$ cat config.mk
export PLATFORM = sky130hd
export DESIGN_NAME = game_status_unit
export DESIGN_NICKNAME = d
export VERILOG_FILES = /design/src/rtl/game_status_unit.sv
export SDC_FILE = /design/constraint.sdc
export NUM_CORES = 1
export LEC_CHECK = 0
export BUFFER_PORTS_ARGS = -buffer_cell sky130_fd_sc_hd__buf_2
export CAP_MARGIN = 20
export CORE_MARGIN = 2
export CORE_UTILIZATION = 33
export CTS_CLUSTER_DIAMETER = 150
export DETAILED_ROUTE_END_ITERATION = 10
export HOLD_SLACK_MARGIN = 0.08
export PLACE_DENSITY_LB_ADDON = 0.08
export SLEW_MARGIN = 40
export SYNTH_ARGS = -nofsm -noshare
export SYNTH_HDL_FRONTEND = slang
export SYNTH_SLANG_ARGS = --single-unit
$ cat constraint.sdc
create_clock -name clk -period 5.4 [get_ports clk]
set_clock_uncertainty 0.15 [all_clocks]
set_input_delay 1.08 -clock clk [delete_from_list [all_inputs] [get_ports clk]]
set_output_delay 1.08 -clock clk [all_outputs]
set_load 0.02 [all_outputs]
$ cat src/rtl/game_status_unit.sv
// game_status_unit: status/event side of the game control loop.
// Debounces two pushbuttons into single-cycle press pulses, runs the 4 s timer,
// keeps the lives count and a free-running 8-bit LFSR for launch direction.
// Build option: define GAME_FAST_SIM_EN to shrink the timer threshold to 16 and
// the debounce threshold to 4 (widths unchanged) for fast simulation.

// Per-button synchronizer + two-state debouncer + press pulse generator.
module game_status_deb #(
   parameter int DEB_THR = 1000000,
   parameter int DEB_W   = 20
) (
   input  logic clk,
   input  logic rst_n,
   input  logic raw,
   output logic pulse
);
   typedef enum logic {STABLE_LO = 1'b0, STABLE_HI = 1'b1} deb_state_e;

   localparam logic [DEB_W-1:0] CNT_LAST = DEB_W'(DEB_THR - 1);

   logic [1:0]       sync;
   logic [DEB_W-1:0] cnt;
   deb_state_e       state;
   deb_state_e       state_d;

   // Two-flop synchronizer for the asynchronous button input.
   always_ff @(posedge clk or negedge rst_n) begin
      if (!rst_n) sync <= 2'b00;
      else        sync <= {sync[0], raw};
   end

   // Accept a level change only after it has held for DEB_THR cycles.
   always_ff @(posedge clk or negedge rst_n) begin
      if (!rst_n) begin
         cnt   <= '0;
         state <= STABLE_LO;
      end else if (sync[1] != state) begin
         if (cnt == CNT_LAST) begin
            cnt   <= '0;
            state <= (state == STABLE_LO) ? STABLE_HI : STABLE_LO;
         end else begin
            cnt <= cnt + DEB_W'(1);
         end
      end else begin
         cnt <= '0;
      end
   end

   // Registered rising-edge detect on the stable state: one pulse per press.
   always_ff @(posedge clk or negedge rst_n) begin
      if (!rst_n) begin
         state_d <= STABLE_LO;
         pulse   <= 1'b0;
      end else begin
         state_d <= state;
         pulse   <= (state == STABLE_HI) && (state_d == STABLE_LO);
      end
   end
endmodule

module game_status_unit #(
   parameter int FOUR_SEC_COUNT = 400000000,
   parameter int TIMER_W        = 29,
   parameter int DEB_CYCLES     = 1000000,
   parameter int DEB_W          = 20,
   parameter int LIVES_INIT     = 3,
   parameter int LIVES_W        = 2
) (
   input  logic               clk,
   input  logic               rst_n,
   input  logic               pb1_raw,
   input  logic               pb2_raw,
   input  logic               resettimer,
   input  logic               loadlives,
   input  logic               decrementlives,
   input  logic               loadrandom,
   output logic               pb1,
   output logic               pb2,
   output logic               foursec,
   output logic               nolives,
   output logic [LIVES_W-1:0] lives,
   output logic [7:0]         rand_val
);
`ifdef GAME_FAST_SIM_EN
   localparam int TIMER_THR = 16;
   localparam int DEB_THR   = 4;
`else
   localparam int TIMER_THR = FOUR_SEC_COUNT;
   localparam int DEB_THR   = DEB_CYCLES;
`endif

   localparam int NUM_BTN = 2;
   localparam logic [TIMER_W-1:0] TMR_LAST  = TIMER_W'(TIMER_THR - 1);
   localparam logic [LIVES_W-1:0] LIVES_RST = LIVES_W'(LIVES_INIT);

   logic [NUM_BTN-1:0] btn_raw;
   logic [NUM_BTN-1:0] btn_pulse;

   assign btn_raw = {pb2_raw, pb1_raw};
   assign pb1     = btn_pulse[0];
   assign pb2     = btn_pulse[1];

   // One independent debouncer per button.
   generate
      for (genvar b = 0; b < NUM_BTN; b++) begin : g_btn
         game_status_deb #(.DEB_THR(DEB_THR), .DEB_W(DEB_W)) u_deb (
            .clk   (clk),
            .rst_n (rst_n),
            .raw   (btn_raw[b]),
            .pulse (btn_pulse[b])
         );
      end
   endgenerate

   logic [TIMER_W-1:0] tmr_cnt;

   // Saturating interval timer; foursec latches high on the final count.
   always_ff @(posedge clk or negedge rst_n) begin
      if (!rst_n) begin
         tmr_cnt <= '0;
         foursec <= 1'b0;
      end else if (resettimer) begin
         tmr_cnt <= '0;
         foursec <= 1'b0;
      end else if (tmr_cnt == TMR_LAST) begin
         foursec <= 1'b1;
      end else begin
         tmr_cnt <= tmr_cnt + TIMER_W'(1);
      end
   end

   logic               dec_d;
   logic               dec_evt;
   logic [LIVES_W-1:0] lives_nxt;

   assign dec_evt = decrementlives & ~dec_d;

   // Next lives value: load wins over decrement, decrement floors at zero.
   always_comb begin
      lives_nxt = lives;
      if (loadlives)                        lives_nxt = LIVES_RST;
      else if (dec_evt && (lives != '0))    lives_nxt = lives - LIVES_W'(1);
   end

   // Lives register, nolives flag updated on the same edge, and edge history.
   always_ff @(posedge clk or negedge rst_n) begin
      if (!rst_n) begin
         lives   <= LIVES_RST;
         nolives <= (LIVES_RST == '0);
         dec_d   <= 1'b0;
      end else begin
         lives   <= lives_nxt;
         nolives <= (lives_nxt == '0);
         dec_d   <= decrementlives;
      end
   end

   logic [7:0] lfsr;

   // Free-running Galois LFSR (taps 0xB8); capture pre-step value on loadrandom.
   always_ff @(posedge clk or negedge rst_n) begin
      if (!rst_n) begin
         lfsr     <= 8'h01;
         rand_val <= 8'h00;
      end else begin
         lfsr <= lfsr[0] ? ((lfsr >> 1) ^ 8'hB8) : (lfsr >> 1);
         if (loadrandom) rand_val <= lfsr;
      end
   end
endmodule

==> impl_table.tex <==
\begin{tabular}{lr}
\hline
Metric & Value \\
\hline
\multicolumn{2}{l}{\textbf{Status}} \\
\quad Status & completed \\
\multicolumn{2}{l}{\textbf{Final layout}} \\
\quad Share of the core filled with cells in the final layout & 38.2\% \\
\quad Share of layout cells above drive strength 1 & 13.2\% \\
\quad Antenna diode instance count & 0 \\
\quad Final standard cell count with taps included and fillers excluded & 623 \\
\quad Layout filler cell count & 1296 \\
\quad \# nets final & 454 \\
\quad Combined area of the multi-input logic cells & 0.00186 mm² \\
\quad Signed area change from the synthesized netlist to the final layout & 13.5\% \\
\quad FF+latch area & 0.00251 mm² \\
\multicolumn{2}{l}{\textbf{CTS}} \\
\quad Number of CTS-inserted buffers & 9 \\
\quad Deepest level of the CTS H-tree & 3 \\
\quad CTS root buf & sky130\_fd\_sc\_hd\_\_clkbuf\_16 \\
\quad Cts-stage hold buffer count & 0 \\
\quad Setup bufs post-CTS & 0 \\
\quad Clock tree from TritonCTS & done \\
\quad Clock slew at the register clock pins of the worst setup and hold paths & 70 ps \\
\quad Max Root-Sink Buffers & 2 \\
\quad Clock latency on the worst-skew pair & 330 ps \\
\quad Count of clock tree sinks & 100 \\
\quad Number of gates resized after cts & 0 \\
\multicolumn{2}{l}{\textbf{Detailed routing}} \\
\quad Total number of vias & 2977 \\
\quad Post-DR wirelength/cell & 13.2 µm \\
\quad Router iterations before antenna repair & 4 \\
\quad Final routed wirelength across all metal layers & 8210 µm \\
\quad Remaining design rule violation count & 0 \\
\quad Per-cell via count in the routed design & 4.78 \\
\quad Number of violations reported at the end of detailed-routing iteration 0 & 117 \\
\quad Post-detailed-route count of antenna-violating nets & 0 \\
\multicolumn{2}{l}{\textbf{GRT}} \\
\quad Grt ovf & 0 \\
\quad Antenna violations before repair & 0 \\
\quad Wire length of the first global-routing pass & 14700 µm \\
\quad Vias in the first global route & 3044 \\
\quad All-Layer GR Usage & 12.7\% \\
\quad Largest net degree at the start of global routing & 56 \\
\multicolumn{2}{l}{\textbf{Pwr}} \\
\quad Part of the power in the clock network & 44.5\% \\
\quad Power after layout & 1.46 mW \\
\quad Net switching fraction of the power & 21.9\% \\
\quad Worst IR drop on VDD & 0.147 mV \\
\quad Leak Pwr & 2.24 nW \\
\quad Logic gate share of total power & 3.2\% \\
\quad Power per unit of standard cell area & 291 mW/mm² \\
\quad Total net switching power & 320 µW \\
\quad Part of the total power dissipated in sequential elements & 52.3\% \\
\quad Internal power summed over all cells & 1.14 mW \\
\multicolumn{2}{l}{\textbf{Worst setup path}} \\
\quad Instance count on the critical path & 1 \\
\quad Type of the worst setup path & reg -> out \\
\quad Start point of the critical path & lives[1]\$\_DFF\_PN1\_ \\
\quad Data arrival time of the worst path & 1020 ps \\
\quad Endpoint kind of the worst setup timing path & output port \\
\quad Cell depth of the worst flop-to-flop path & 6 \\
\quad Data required time at the worst endpoint & 4170 ps \\
\quad CP Buf/Inv Count & 1 \\
\quad Crit path max-delay cell type & sky130\_fd\_sc\_hd\_\_dfstp\_2 \\
\quad Worst flop-to-flop path startpoint & tmr\_cnt[0]\$\_DFFE\_PN0P\_ \\
\quad Endpoint of the most critical setup path & lives[1] \\
\quad CP Launch Type & flop \\
\quad Largest delay share family, worst path & flip-flops \\
\quad Crit path largest cell delay & 540 ps \\
\quad Setup slack on the worst flop-to-flop path & 3250 ps \\
\quad Worst Path Max Fanout & 3 \\
\quad Cells traversed along the worst timing path & buf\_2 \\
\quad Capture point of the worst reg-to-reg path & tmr\_cnt[2]\$\_DFFE\_PN0P\_ \\
\multicolumn{2}{l}{\textbf{Floorplanning}} \\
\quad IO Pins & 22 \\
\quad Die outline height & 120 µm \\
\quad Standard-cell row count & 42 \\
\quad Starting density of the core & 33.6\% \\
\quad Die outline area & 0.0144 mm² \\
\quad Overall die width & 120 µm \\
\quad Area inside the core boundary & 0.0132 mm² \\
\multicolumn{2}{l}{\textbf{Placement}} \\
\quad HPWL reported at the end of detailed placement & 5390 µm \\
\quad Number of port buffers & 21 \\
\quad Cell count after placement & 607 \\
\quad Routability Congestion & 0.734 \\
\multicolumn{2}{l}{\textbf{Logic synthesis}} \\
\quad Combined area of all synthesized cells & 0.00443 mm² \\
\quad Portion of synthesized cell area occupied by the leading cell type & 54.7\% \\
\quad Synthesis warning total & 0 \\
\quad Sequential share of the synthesized area & 56.5\% \\
\quad Post-Syn Area per Cell & 10.6 µm² \\
\quad Most area-hungry cell type in the Yosys netlist & sky130\_fd\_sc\_hd\_\_dfrtp\_1 \\
\quad Net count after synthesis & 430 \\
\quad Number of cells produced by synthesis & 418 \\
\quad Top post-synthesis cells by area & sky130\_fd\_sc\_hd\_\_dfrtp\_1 (55\%), sky130\_fd\_sc\_hd\_\_xor2\_1 (7.9\%), sky130\_fd\_sc\_hd\_\_nor2\_1 (7.1\%), sky130\_fd\_sc\_hd\_\_xnor2\_1 (4.1\%), sky130\_fd\_sc\_hd\_\_nand3\_1 (3.0\%) \\
\quad Count of unique library cells instantiated by Yosys & 38 \\
\quad Flip-flop and latch count after synthesis & 100 \\
\multicolumn{2}{l}{\textbf{Timing}} \\
\quad Setup repair after global routing missed its margin & false \\
\quad Shortest clock period the worst path allows after layout & 2250 ps \\
\quad Ratio of final minimum period to clock period & 41.7\% \\
\quad Slew Viols, Final & 0 \\
\quad Count of final hold-check violations & 0 \\
\quad Actual slew at the worst max-slew pin & 714 ps \\
\quad \# setup viols final & 0 \\
\quad Accumulated negative setup slack & 0 ps \\
\quad Relative slew slack & 52.0\% \\
\quad Top achievable clock speed & 444 MHz \\
\multicolumn{2}{l}{\textbf{Hold path}} \\
\quad Worst hold path class & reg -> reg \\
\multicolumn{2}{l}{\textbf{Flow run}} \\
\quad Max-cap violation count & 0 \\
\hline
\end{tabular}
==> logic make-up (layout without fill, tap and decap cells) <==
family          after synthesis  after routing  synth area share, %
compound gates               11             11                 1.50
xor+xnor                     61             61                 12.0
fa+ha+maj                     4              4                 1.13
buf+inv                      17             46                 1.72
flops                       100            100                 56.5
mux                          11             11                 2.77
simple gates                214            214                 24.3
==> cells in the mapped netlist, drive strengths merged <==
master	count
and4bb	2
nor3	18
and4	4
xor2	40
buf	5
nor2b	4
nand4b	2
ha	4
inv	8
nor4	10
and3b	1
nand2b	1
a211oi	2
mux2	10
nor4b	2
a21oi	4
nand4	22
or2	2
or3	1
clkbuf	4
and2	1
xnor2	21
nor2	84
mux2i	1
nor3b	1
a31oi	2
dfstp	3
o21ai	2
and3	7
nand3	27
nand2	25
dfrtp	97
a211o	1
==> worst min-delay path by stage <==
stage	from	to	depth (start not counted)
CTS	g_btn[1].u_deb.sync[0]$_DFF_PN0_	g_btn[1].u_deb.sync[1]$_DFF_PN0_	0
global placement	g_btn[1].u_deb.sync[0]$_DFF_PN0_	g_btn[1].u_deb.sync[1]$_DFF_PN0_	0
detailed placement	g_btn[0].u_deb.sync[0]$_DFF_PN0_	g_btn[0].u_deb.sync[1]$_DFF_PN0_	0
finish	g_btn[1].u_deb.sync[0]$_DFF_PN0_	g_btn[1].u_deb.sync[1]$_DFF_PN0_	0
floorplan	g_btn[0].u_deb.sync[0]$_DFF_PN0_	g_btn[0].u_deb.sync[1]$_DFF_PN0_	0
global route	g_btn[0].u_deb.sync[0]$_DFF_PN0_	g_btn[0].u_deb.sync[1]$_DFF_PN0_	0
==> sequential cells by signal, summed over array words and instances (netlist names), 2 cells and up <==
name / cells
g_btn.u_deb.cnt: 40
tmr_cnt: 29
lfsr: 8
rand_val: 8
g_btn.u_deb.sync: 4
g_btn.u_deb.pulse: 2
g_btn.u_deb.state: 2
g_btn.u_deb.state_d: 2
lives: 2
==> metal layers <==
layer | routed length (µm) | global-route usage [%]
met1 | 4140 | 16.8
met2 | 3710 | 20.3
met3 | 278 | 3.90
met4 | 77 | 2.87
met5 | 0 | 0
==> power groups by stage <==
stage	combinational [mW]	clock [mW]	sequential (mW)
2_1_floorplan	0.0234	0	0.781
3_3_place_gp	0.0495	0	0.780
3_5_place_dp	0.0495	0	0.780
4_1_cts	0.0496	0.680	0.766
5_1_grt	0.0556	0.711	0.767
6_report	0.0468	0.652	0.766
==> cells in the final DEF, fill, tap and decap left out, types with 3 or more instances in the layout <==
cell                         instances
sky130_fd_sc_hd__and4_1              4
sky130_fd_sc_hd__xnor2_1            21
sky130_fd_sc_hd__and3_1              6
sky130_fd_sc_hd__nor4_1             10
sky130_fd_sc_hd__nor2b_1             4
sky130_fd_sc_hd__clkbuf_16           9
sky130_fd_sc_hd__dfstp_2             3
sky130_fd_sc_hd__inv_1               8
sky130_fd_sc_hd__buf_2              20
sky130_fd_sc_hd__nand3_1            27
sky130_fd_sc_hd__nand2_1            25
sky130_fd_sc_hd__a21oi_1             4
sky130_fd_sc_hd__dfrtp_1            97
sky130_fd_sc_hd__nand4_1            21
sky130_fd_sc_hd__nor2_1             84
sky130_fd_sc_hd__nor3_1             15
sky130_fd_sc_hd__mux2_2             10
sky130_fd_sc_hd__clkinvlp_4          3
sky130_fd_sc_hd__xor2_1             40
sky130_fd_sc_hd__ha_1                4
==> stage by stage <==
step | hold slack, ps | area, µm² | setup slack [ps]
floorplan | 181 | 4430 | 3420
global placement | 182 | 4720 | 2920
detailed placement | 199 | 4720 | 2910
CTS | 219 | 5030 | 3130
global route | 231 | 5030 | 3000
finish | 214 | 5030 | 3150
==> final cells by class <==
cell class	instances	area share [%]
clock buffers	11	4.82
inverters	8	0.597
flip-flops and latches	100	49.8
repair buffers	22	2.29
clock inverters	5	1.22
multi-input cells	301	36.9
well taps	176	4.38
Note: power is estimated with default switching activity, not from simulation.
